## config.mk

```make
export PLATFORM = sky130hd
export DESIGN_NAME = spinner_encoder
export DESIGN_NICKNAME = d
export VERILOG_FILES = /design/src/rtl/spinner_encoder.sv
export SDC_FILE = /design/constraint.sdc
export NUM_CORES = 1
export LEC_CHECK = 0
export ABC_AREA = 1
export CAP_MARGIN = 20
export CORE_AREA = 3 3 82 84
export DETAILED_ROUTE_END_ITERATION = 7
export DIE_AREA = 0 0 85 87
export GPL_TIMING_DRIVEN = 1
export PLACE_DENSITY = 0.75
export SLEW_MARGIN = 20
export SYNTH_ARGS = -nofsm -noshare
export SYNTH_HDL_FRONTEND = slang
export SYNTH_SLANG_ARGS = --single-unit
```

## constraint.sdc

```tcl
create_clock -name clk_sys -period 1.9 [get_ports clk_sys]
set_input_delay 0.38 -clock clk_sys [delete_from_list [all_inputs] [get_ports clk_sys]]
set_output_delay 0.38 -clock clk_sys [all_outputs]
set_load 0.03 [all_outputs]
```

## src/rtl/spinner_encoder.sv

```systemverilog
// spinner_encoder
//   Turns digital up/down joystick input into a 2-bit quadrature (Gray-code)
//   dial phase for paddle/dial games. One instance per player. Steps are
//   time-based. Holding a direction accelerates the stepping. pause freezes
//   all motion.
//
// Ports
//   clk_sys  in   system clock (12 MHz)
//   reset_n  in   asynchronous active-low reset
//   enable   in   spinner mode; when low, dial passes through {down, up}
//   up       in   move in the negative direction
//   down     in   move in the positive direction
//   invert   in   swap the meaning of up and down
//   pause    in   freeze FSM, counters and phase
//   dial     out  quadrature phase to the core (registered, active-high)
//   moving   out  high while running (registered)
//
// Optional feature
//   SPINNER_IDLE_RELEASE_EN: after IDLE_TIMEOUT cycles in IDLE, walk the
//   phase back to 11 one Gray step per cycle along the shortest path.
//
// state     | meaning
// ----------+------------------------------------------------------------
// ST_IDLE   | no valid press; phase held (or walked home with the macro)
// ST_RUN_SLOW | stepping every DIV_SLOW cycles, counting steps toward accel
// ST_RUN_FAST | stepping every DIV_FAST cycles, step count saturated

module spinner_encoder #(
    parameter int DIV_SLOW     = 120000,
    parameter int DIV_FAST     = 40000,
    parameter int ACCEL_STEPS  = 8,
    parameter int IDLE_TIMEOUT = 600000
) (
    input  logic       clk_sys,
    input  logic       reset_n,
    input  logic       enable,
    input  logic       up,
    input  logic       down,
    input  logic       invert,
    input  logic       pause,
    output logic [1:0] dial,
    output logic       moving
);

    localparam int MAX_A = (DIV_SLOW > DIV_FAST) ? DIV_SLOW : DIV_FAST;
    localparam int MAX_B = (ACCEL_STEPS > IDLE_TIMEOUT) ? ACCEL_STEPS : IDLE_TIMEOUT;
    localparam int MAX_P = (MAX_A > MAX_B) ? MAX_A : MAX_B;
    localparam int CW    = $clog2(MAX_P) + 1;

    localparam logic [CW-1:0] ONE     = CW'(1);
    localparam logic [CW-1:0] SLOW_TC = CW'(DIV_SLOW - 1);
    localparam logic [CW-1:0] FAST_TC = CW'(DIV_FAST - 1);
    localparam logic [CW-1:0] ACCEL_N = CW'(ACCEL_STEPS);
`ifdef SPINNER_IDLE_RELEASE_EN
    localparam logic [CW-1:0] IDLE_TC = CW'(IDLE_TIMEOUT - 1);
`endif

    typedef enum logic [1:0] {
        ST_IDLE,
        ST_RUN_SLOW,
        ST_RUN_FAST
    } state_t;

    state_t          state, state_n;
    logic            up_r, down_r, invert_r;
    logic [1:0]      ph, ph_n;
    logic            dir_q, dir_n;
    logic [CW-1:0]   div_cnt, div_n;
    logic [CW-1:0]   step_cnt, step_n;
`ifdef SPINNER_IDLE_RELEASE_EN
    logic [CW-1:0]   idle_cnt, idle_n;
`endif

    logic            press_valid;
    logic            dir_in;
    logic [CW-1:0]   run_tc;

    // pos=1: 11->01->00->10->11, pos=0: reverse
    function automatic logic [1:0] gray_step(input logic [1:0] p, input logic pos);
        logic [1:0] r;
        r = 2'b11;
        if (pos) begin
            case (p)
                2'b11:   r = 2'b01;
                2'b01:   r = 2'b00;
                2'b00:   r = 2'b10;
                default: r = 2'b11;
            endcase
        end else begin
            case (p)
                2'b11:   r = 2'b10;
                2'b10:   r = 2'b00;
                2'b00:   r = 2'b01;
                default: r = 2'b11;
            endcase
        end
        return r;
    endfunction

    // Exactly one of up/down counts as a press; both or neither is a release.
    assign press_valid = up_r ^ down_r;
    assign dir_in      = down_r ^ invert_r;
    assign run_tc      = (state == ST_RUN_FAST) ? FAST_TC : SLOW_TC;

    always_comb begin
        state_n = state;
        ph_n    = ph;
        dir_n   = dir_q;
        div_n   = div_cnt;
        step_n  = step_cnt;
`ifdef SPINNER_IDLE_RELEASE_EN
        idle_n  = idle_cnt;
`endif
        if (!enable) begin
            state_n = ST_IDLE;
            ph_n    = 2'b11;
            div_n   = '0;
            step_n  = '0;
`ifdef SPINNER_IDLE_RELEASE_EN
            idle_n  = '0;
`endif
        end else if (!pause) begin
            case (state)
                ST_IDLE: begin
                    div_n  = '0;
                    step_n = '0;
                    if (press_valid) begin
                        ph_n    = gray_step(ph, dir_in);
                        dir_n   = dir_in;
                        state_n = ST_RUN_SLOW;
`ifdef SPINNER_IDLE_RELEASE_EN
                        idle_n  = '0;
`endif
                    end
`ifdef SPINNER_IDLE_RELEASE_EN
                    else if (idle_cnt != IDLE_TC) begin
                        idle_n = idle_cnt + ONE;
                    end else if (ph != 2'b11) begin
                        // 01 goes home backwards, 10 and 00 go forwards
                        ph_n = gray_step(ph, ph != 2'b01);
                    end
`endif
                end
                ST_RUN_SLOW, ST_RUN_FAST: begin
                    if (!press_valid) begin
                        state_n = ST_IDLE;
                        div_n   = '0;
                        step_n  = '0;
`ifdef SPINNER_IDLE_RELEASE_EN
                        idle_n  = '0;
`endif
                    end else if (dir_in != dir_q) begin
                        // reversal steps immediately and restarts slow mode
                        ph_n    = gray_step(ph, dir_in);
                        dir_n   = dir_in;
                        div_n   = '0;
                        step_n  = '0;
                        state_n = ST_RUN_SLOW;
                    end else if (div_cnt == run_tc) begin
                        ph_n  = gray_step(ph, dir_q);
                        div_n = '0;
                        if (state == ST_RUN_SLOW) begin
                            step_n = step_cnt + ONE;
                            if (step_cnt + ONE == ACCEL_N) begin
                                state_n = ST_RUN_FAST;
                            end
                        end
                    end else begin
                        div_n = div_cnt + ONE;
                    end
                end
                default: begin
                    state_n = ST_IDLE;
                    div_n   = '0;
                    step_n  = '0;
                end
            endcase
        end
    end

    always_ff @(posedge clk_sys or negedge reset_n) begin
        if (!reset_n) begin
            up_r     <= 1'b0;
            down_r   <= 1'b0;
            invert_r <= 1'b0;
            state    <= ST_IDLE;
            ph       <= 2'b11;
            dir_q    <= 1'b0;
            div_cnt  <= '0;
            step_cnt <= '0;
`ifdef SPINNER_IDLE_RELEASE_EN
            idle_cnt <= '0;
`endif
            dial     <= 2'b11;
            moving   <= 1'b0;
        end else begin
            up_r     <= up;
            down_r   <= down;
            invert_r <= invert;
            state    <= state_n;
            ph       <= ph_n;
            dir_q    <= dir_n;
            div_cnt  <= div_n;
            step_cnt <= step_n;
`ifdef SPINNER_IDLE_RELEASE_EN
            idle_cnt <= idle_n;
`endif
            // pass-through value equals next cycle's {down_r, up_r}
            dial     <= enable ? ph_n : {down, up};
            moving   <= (state_n != ST_IDLE);
        end
    end

endmodule

```

==> results.txt, run 1 <==
The flow ran to the end, but the final reports show violations. The final number of hold-violating endpoints was 0. The required time of the critical path came out at 2.15 ns.

The mapped cell area is 3388 um^2. At the pin with the least slew margin, the transition time is 0.4104 ns. The worst slew margin relative to its limit is 0.7244. The sequential cell fraction of total power came out at 0.511. The count of maximum capacitance violations is 0. The tree built by TritonCTS fans out to 53 sinks. For this design the ratio of total power to cell area is 529.2 nW/um^2. The worst slack after detailed placement is -0.1937 ns. The number of antenna violations at the first check in global routing is 0. Of the available clock period, the critical path in the final layout requires 1.092.

The share of synthesized area in the top cell type comes to 0.3619. Averaged over all synthesized cells, the footprint is 7.163 um^2. The clock network latency to the later pin of the worst-skew pair is 0.31 ns. The initial core utilization is 0.5656. The area occupied by registers is 1331 um^2. The average wire per cell in the routed design came out at 14.16 um. The analysis attributes to net switching a power of 594.9 uW. Clock-pin slew was measured on the worst setup and hold paths at 0.09 ns. The detailed router finished its first iteration with 259 violations.

The final layout contains 560 nets. The remaining global-route overflow is 0. During synthesis, Yosys emitted a total of 0 warnings.

The clock power share came out at 0.350. Detailed placement ended at an HPWL of 6027 um. The worst clock skew is 0.006468 ns. Across every metal layer, demand over resource in global routing totals 0.2451. The final instance area is 4364 um^2. In this run, synthesis produced a sequential element count of 53. The part of the power in combinational logic came out at 0.139. The number of hold buffers added after CTS came out at 0. The number of synthesized flops with an enable pin came out at 0. The residual DRC count came out at 0. The count of input and output buffers is 9.

The clock tree root driver cell is sky130_fd_sc_hd__clkbuf_8. The number of endpoints failing setup at the final stage is 42. The number of global-route vias before repair came out at 3422. The first-pass iteration count of the detailed router came out at 5. The smallest hold slack came out at 0.04867 ns. The ratio of cells with drive above 1 in the final layout is 0.2614. The final-report max-slew violation count is 0.

After synthesis, the cell types taking the most area are sky130_fd_sc_hd__dfrtp_1 36%, sky130_fd_sc_hd__nand2_1 14%, sky130_fd_sc_hd__inv_1 7.5%. The first-pass GRT wire length came out at 14880 um. The total power came out at 2.309 mW. Of all nets on the critical path, the largest fanout is 6. Setup repair after global routing could not meet its margin everywhere.

From synthesis to final layout, the design area changed by 28.80%. The multi-input gate area in the final layout came out at 1947 um^2. IR analysis of the VDD net gives a maximum drop of 0.4916 mV. Once routing completed, OpenROAD measured the worst setup slack at -0.1740 ns. TritonCTS built the clock tree. The congestion estimate from routability-driven global placement came to 0.8951. Cell internal power was estimated by the tool at 1.714 mW. Entering global routing, the biggest net connects 54 pins. The die is 87 um tall. The synthesized net count is 487. The capturing element type of the critical path is a flop. The final-layout setup total negative slack is -2.997 ns.

The final reports fail on setup timing. The depth of the CTS H-tree came out at 2. Of the total power, the share spent switching nets is 0.2576. The post-layout minimum cycle time is 2.074 ns.

Counting instances in the post-synthesis netlist gives the leading cell types as 124 x sky130_fd_sc_hd__nand2_1, 68 x sky130_fd_sc_hd__inv_1, 49 x sky130_fd_sc_hd__dfrtp_1, 43 x sky130_fd_sc_hd__nor2_1, 33 x sky130_fd_sc_hd__o21ai_0. The final route contains 3473 vias. The number of filler instances in the final layout is 433.

The total clock buffers created by CTS is 5. The count of different cell masters after synthesis came out at 41. For this design the static power due to leakage is 1.957 nW.

STA classifies the critical path startpoint as a flop. The final antenna-violating net count came out at 0. The overall routed net length is 8807 um.

The maximum number of buffers from clock root to sink came out at 2. The endpoint arrival time on the critical path came out at 2.32 ns. The most instantiated flip-flop cell in the synthesis netlist is sky130_fd_sc_hd__dfrtp_1. The leading cell type by number of instances after synthesis is sky130_fd_sc_hd__nand2_1. The repair_antennas step left the layout with diodes totalling 0. Dividing the detail-routed via count by the number of cells gives 5.584. The share of the Yosys chip area taken by registers is 0.3929. The core area came out at 5991 um^2.

The number of instances in the synthesized netlist came out at 473. The share of flip-flops with an asynchronous set or reset is 1.000. The floorplan die width came out at 85 um.

The highest clock rate is 482.1 MHz. The initialized floorplan defines 28 standard-cell rows. The critical path class is reg2reg.

The die covers 7395 um^2. The top-level port count is 10. The type of the most critical hold path is in2async. The synthesized design spends more area on one cell type than any other, namely sky130_fd_sc_hd__dfrtp_1. The area of placed instances is 3925 um^2.
## registers in the layout, indices dropped and copies added (netlist names)
signal	flops
div_cnt	21
step_cnt	21
dial	2
ph	2
state	2
dir_q	1
down_r	1
invert_r	1
moving	1
up_r	1
## power groups by stage
stage	logic [mW]	registers (mW)	clock network, mW
after CTS	0.306	1.18	0.825
after global routing	0.353	1.18	0.867
after detailed placement	0.297	1.20	0
after global placement	0.289	1.20	0
after floorplan	0.159	1.21	0
final	0.321	1.18	0.809
## layout by cell type (no fill, tap or decap), types with 2 or more instances in the layout
| cell type | count |
|---|---|
| sky130_fd_sc_hd__inv_1 | 63 |
| sky130_fd_sc_hd__a21oi_1 | 12 |
| sky130_fd_sc_hd__ha_1 | 4 |
| sky130_fd_sc_hd__o21ai_1 | 5 |
| sky130_fd_sc_hd__inv_2 | 6 |
| sky130_fd_sc_hd__nand4_1 | 12 |
| sky130_fd_sc_hd__o211ai_1 | 2 |
| sky130_fd_sc_hd__nor2_4 | 4 |
| sky130_fd_sc_hd__nand2_2 | 12 |
| sky130_fd_sc_hd__o21ai_0 | 30 |
| sky130_fd_sc_hd__buf_6 | 4 |
| sky130_fd_sc_hd__a31oi_1 | 2 |
| sky130_fd_sc_hd__a21oi_2 | 2 |
| sky130_fd_sc_hd__ha_4 | 2 |
| sky130_fd_sc_hd__nor2_1 | 34 |
| sky130_fd_sc_hd__o22ai_1 | 16 |
| sky130_fd_sc_hd__nor3_1 | 5 |
| sky130_fd_sc_hd__o22ai_2 | 3 |
| sky130_fd_sc_hd__nor2_2 | 13 |
| sky130_fd_sc_hd__nor3_2 | 4 |
| sky130_fd_sc_hd__xnor2_1 | 3 |
| sky130_fd_sc_hd__nor4_2 | 2 |
| sky130_fd_sc_hd__nand3_1 | 28 |
| sky130_fd_sc_hd__dfrtp_1 | 49 |
| sky130_fd_sc_hd__xor2_1 | 8 |
| sky130_fd_sc_hd__nor4_1 | 2 |
| sky130_fd_sc_hd__nand2_1 | 113 |
| sky130_fd_sc_hd__a22oi_1 | 2 |
| sky130_fd_sc_hd__clkbuf_8 | 6 |
| sky130_fd_sc_hd__inv_4 | 2 |
| sky130_fd_sc_hd__nand3_2 | 4 |
| sky130_fd_sc_hd__buf_4 | 59 |
| sky130_fd_sc_hd__clkdlybuf4s50_1 | 7 |
| sky130_fd_sc_hd__dfstp_2 | 4 |
| sky130_fd_sc_hd__nand3_4 | 3 |
## cells by family (layout without fill, tap and decap cells)
kind of cell	after synthesis	in the layout	synth area share
flip-flops	53	53	0.3929
AND/OR/NAND/NOR	244	244	0.3239
buffers and inverters	79	153	0.09453
adder cells (fa/ha/maj)	7	7	0.02585
XOR/XNOR	13	13	0.03582
AO/OA/AOI/OAI	77	77	0.1270
## stage by stage
stage          instances  utilization
2_1_floorplan        473            -
3_3_place_gp         602       0.6552
3_5_place_dp         602       0.6552
4_1_cts              615       0.6934
5_1_grt              622       0.7285
6_report             622       0.7285
## worst max-delay path, cell delays in order (launching register included)
cell and delay, ns:
sky130_fd_sc_hd__dfrtp_1 0.42, sky130_fd_sc_hd__ha_4 0.18, sky130_fd_sc_hd__nand2_4 0.05, sky130_fd_sc_hd__nor2_4 0.20, sky130_fd_sc_hd__nand3_1 0.12, sky130_fd_sc_hd__nand2_1 0.10, sky130_fd_sc_hd__nand2_1 0.05, sky130_fd_sc_hd__nor2_1 0.13
sky130_fd_sc_hd__nand2_1 0.09, sky130_fd_sc_hd__nor3_2 0.17, sky130_fd_sc_hd__nand2_1 0.09, sky130_fd_sc_hd__nand2_1 0.07, sky130_fd_sc_hd__inv_1 0.03, sky130_fd_sc_hd__or2_1 0.23, sky130_fd_sc_hd__nand3_1 0.08
## final timing paths
| kind | start | to | slack [ns] | depth (start not counted) |
|---|---|---|---|---|
| max in group asynchronous | reset_n | dial[0] | 1.55 | 2 |
| hold / removal | reset_n | step_cnt[4] | 0.05 | 2 |
| setup / recovery | step_cnt[0] | moving | -0.17 | 14 |
| min in group clk_sys | div_cnt[19] | div_cnt[19] | 0.53 | 1 |
| hold reg to reg | div_cnt[19] | div_cnt[19] | 0.53 | 1 |
| setup reg to reg | step_cnt[0] | moving | -0.17 | 14 |
## layout make-up
type	count	share of cell area
Multi-Input combinational cell	341	0.4461
Sequential cell	53	0.3050
Timing Repair Buffer	73	0.1365
Inverter	72	0.06422
Tap cell	75	0.02150
Clock buffer	7	0.01978
Clock inverter	1	0.006881
## timing repair
item,4_1_cts,5_1_grt
resized for setup,17,47
pin swaps,14,21
endpoints found under the hold margin,0,0
setup endpoints to repair,39,51
buffers inserted,5,7
## per-layer routing
| metal | vias up | GRT usage | routed length (um) | part of all wire |
|---|---|---|---|---|
| met5 | - | 0 | 0 | 0 |
| met4 | 0 | 0.07194 | 208 | 0.024 |
| met3 | 27 | 0.04352 | 410 | 0.047 |
| met2 | 123 | 0.4421 | 4471 | 0.51 |
| met1 | 1634 | 0.2991 | 3716 | 0.42 |
| li1 | 1689 | - | - | - |
Note: power is estimated with default switching activity, not from simulation.
==> run 2, diff against run 1 <==
--- a/config.mk
+++ b/config.mk
@@ -12,7 +12,7 @@
 export DIE_AREA = 0 0 85 87
 export GPL_TIMING_DRIVEN = 1
 export PLACE_DENSITY = 0.75
-export SLEW_MARGIN = 20
+export SLEW_MARGIN = 30
 export SYNTH_ARGS = -nofsm -noshare
 export SYNTH_HDL_FRONTEND = slang
 export SYNTH_SLANG_ARGS = --single-unit
==> results of run 2 <==
No change in the layout: final DEF, timing and power equal those of run 1.
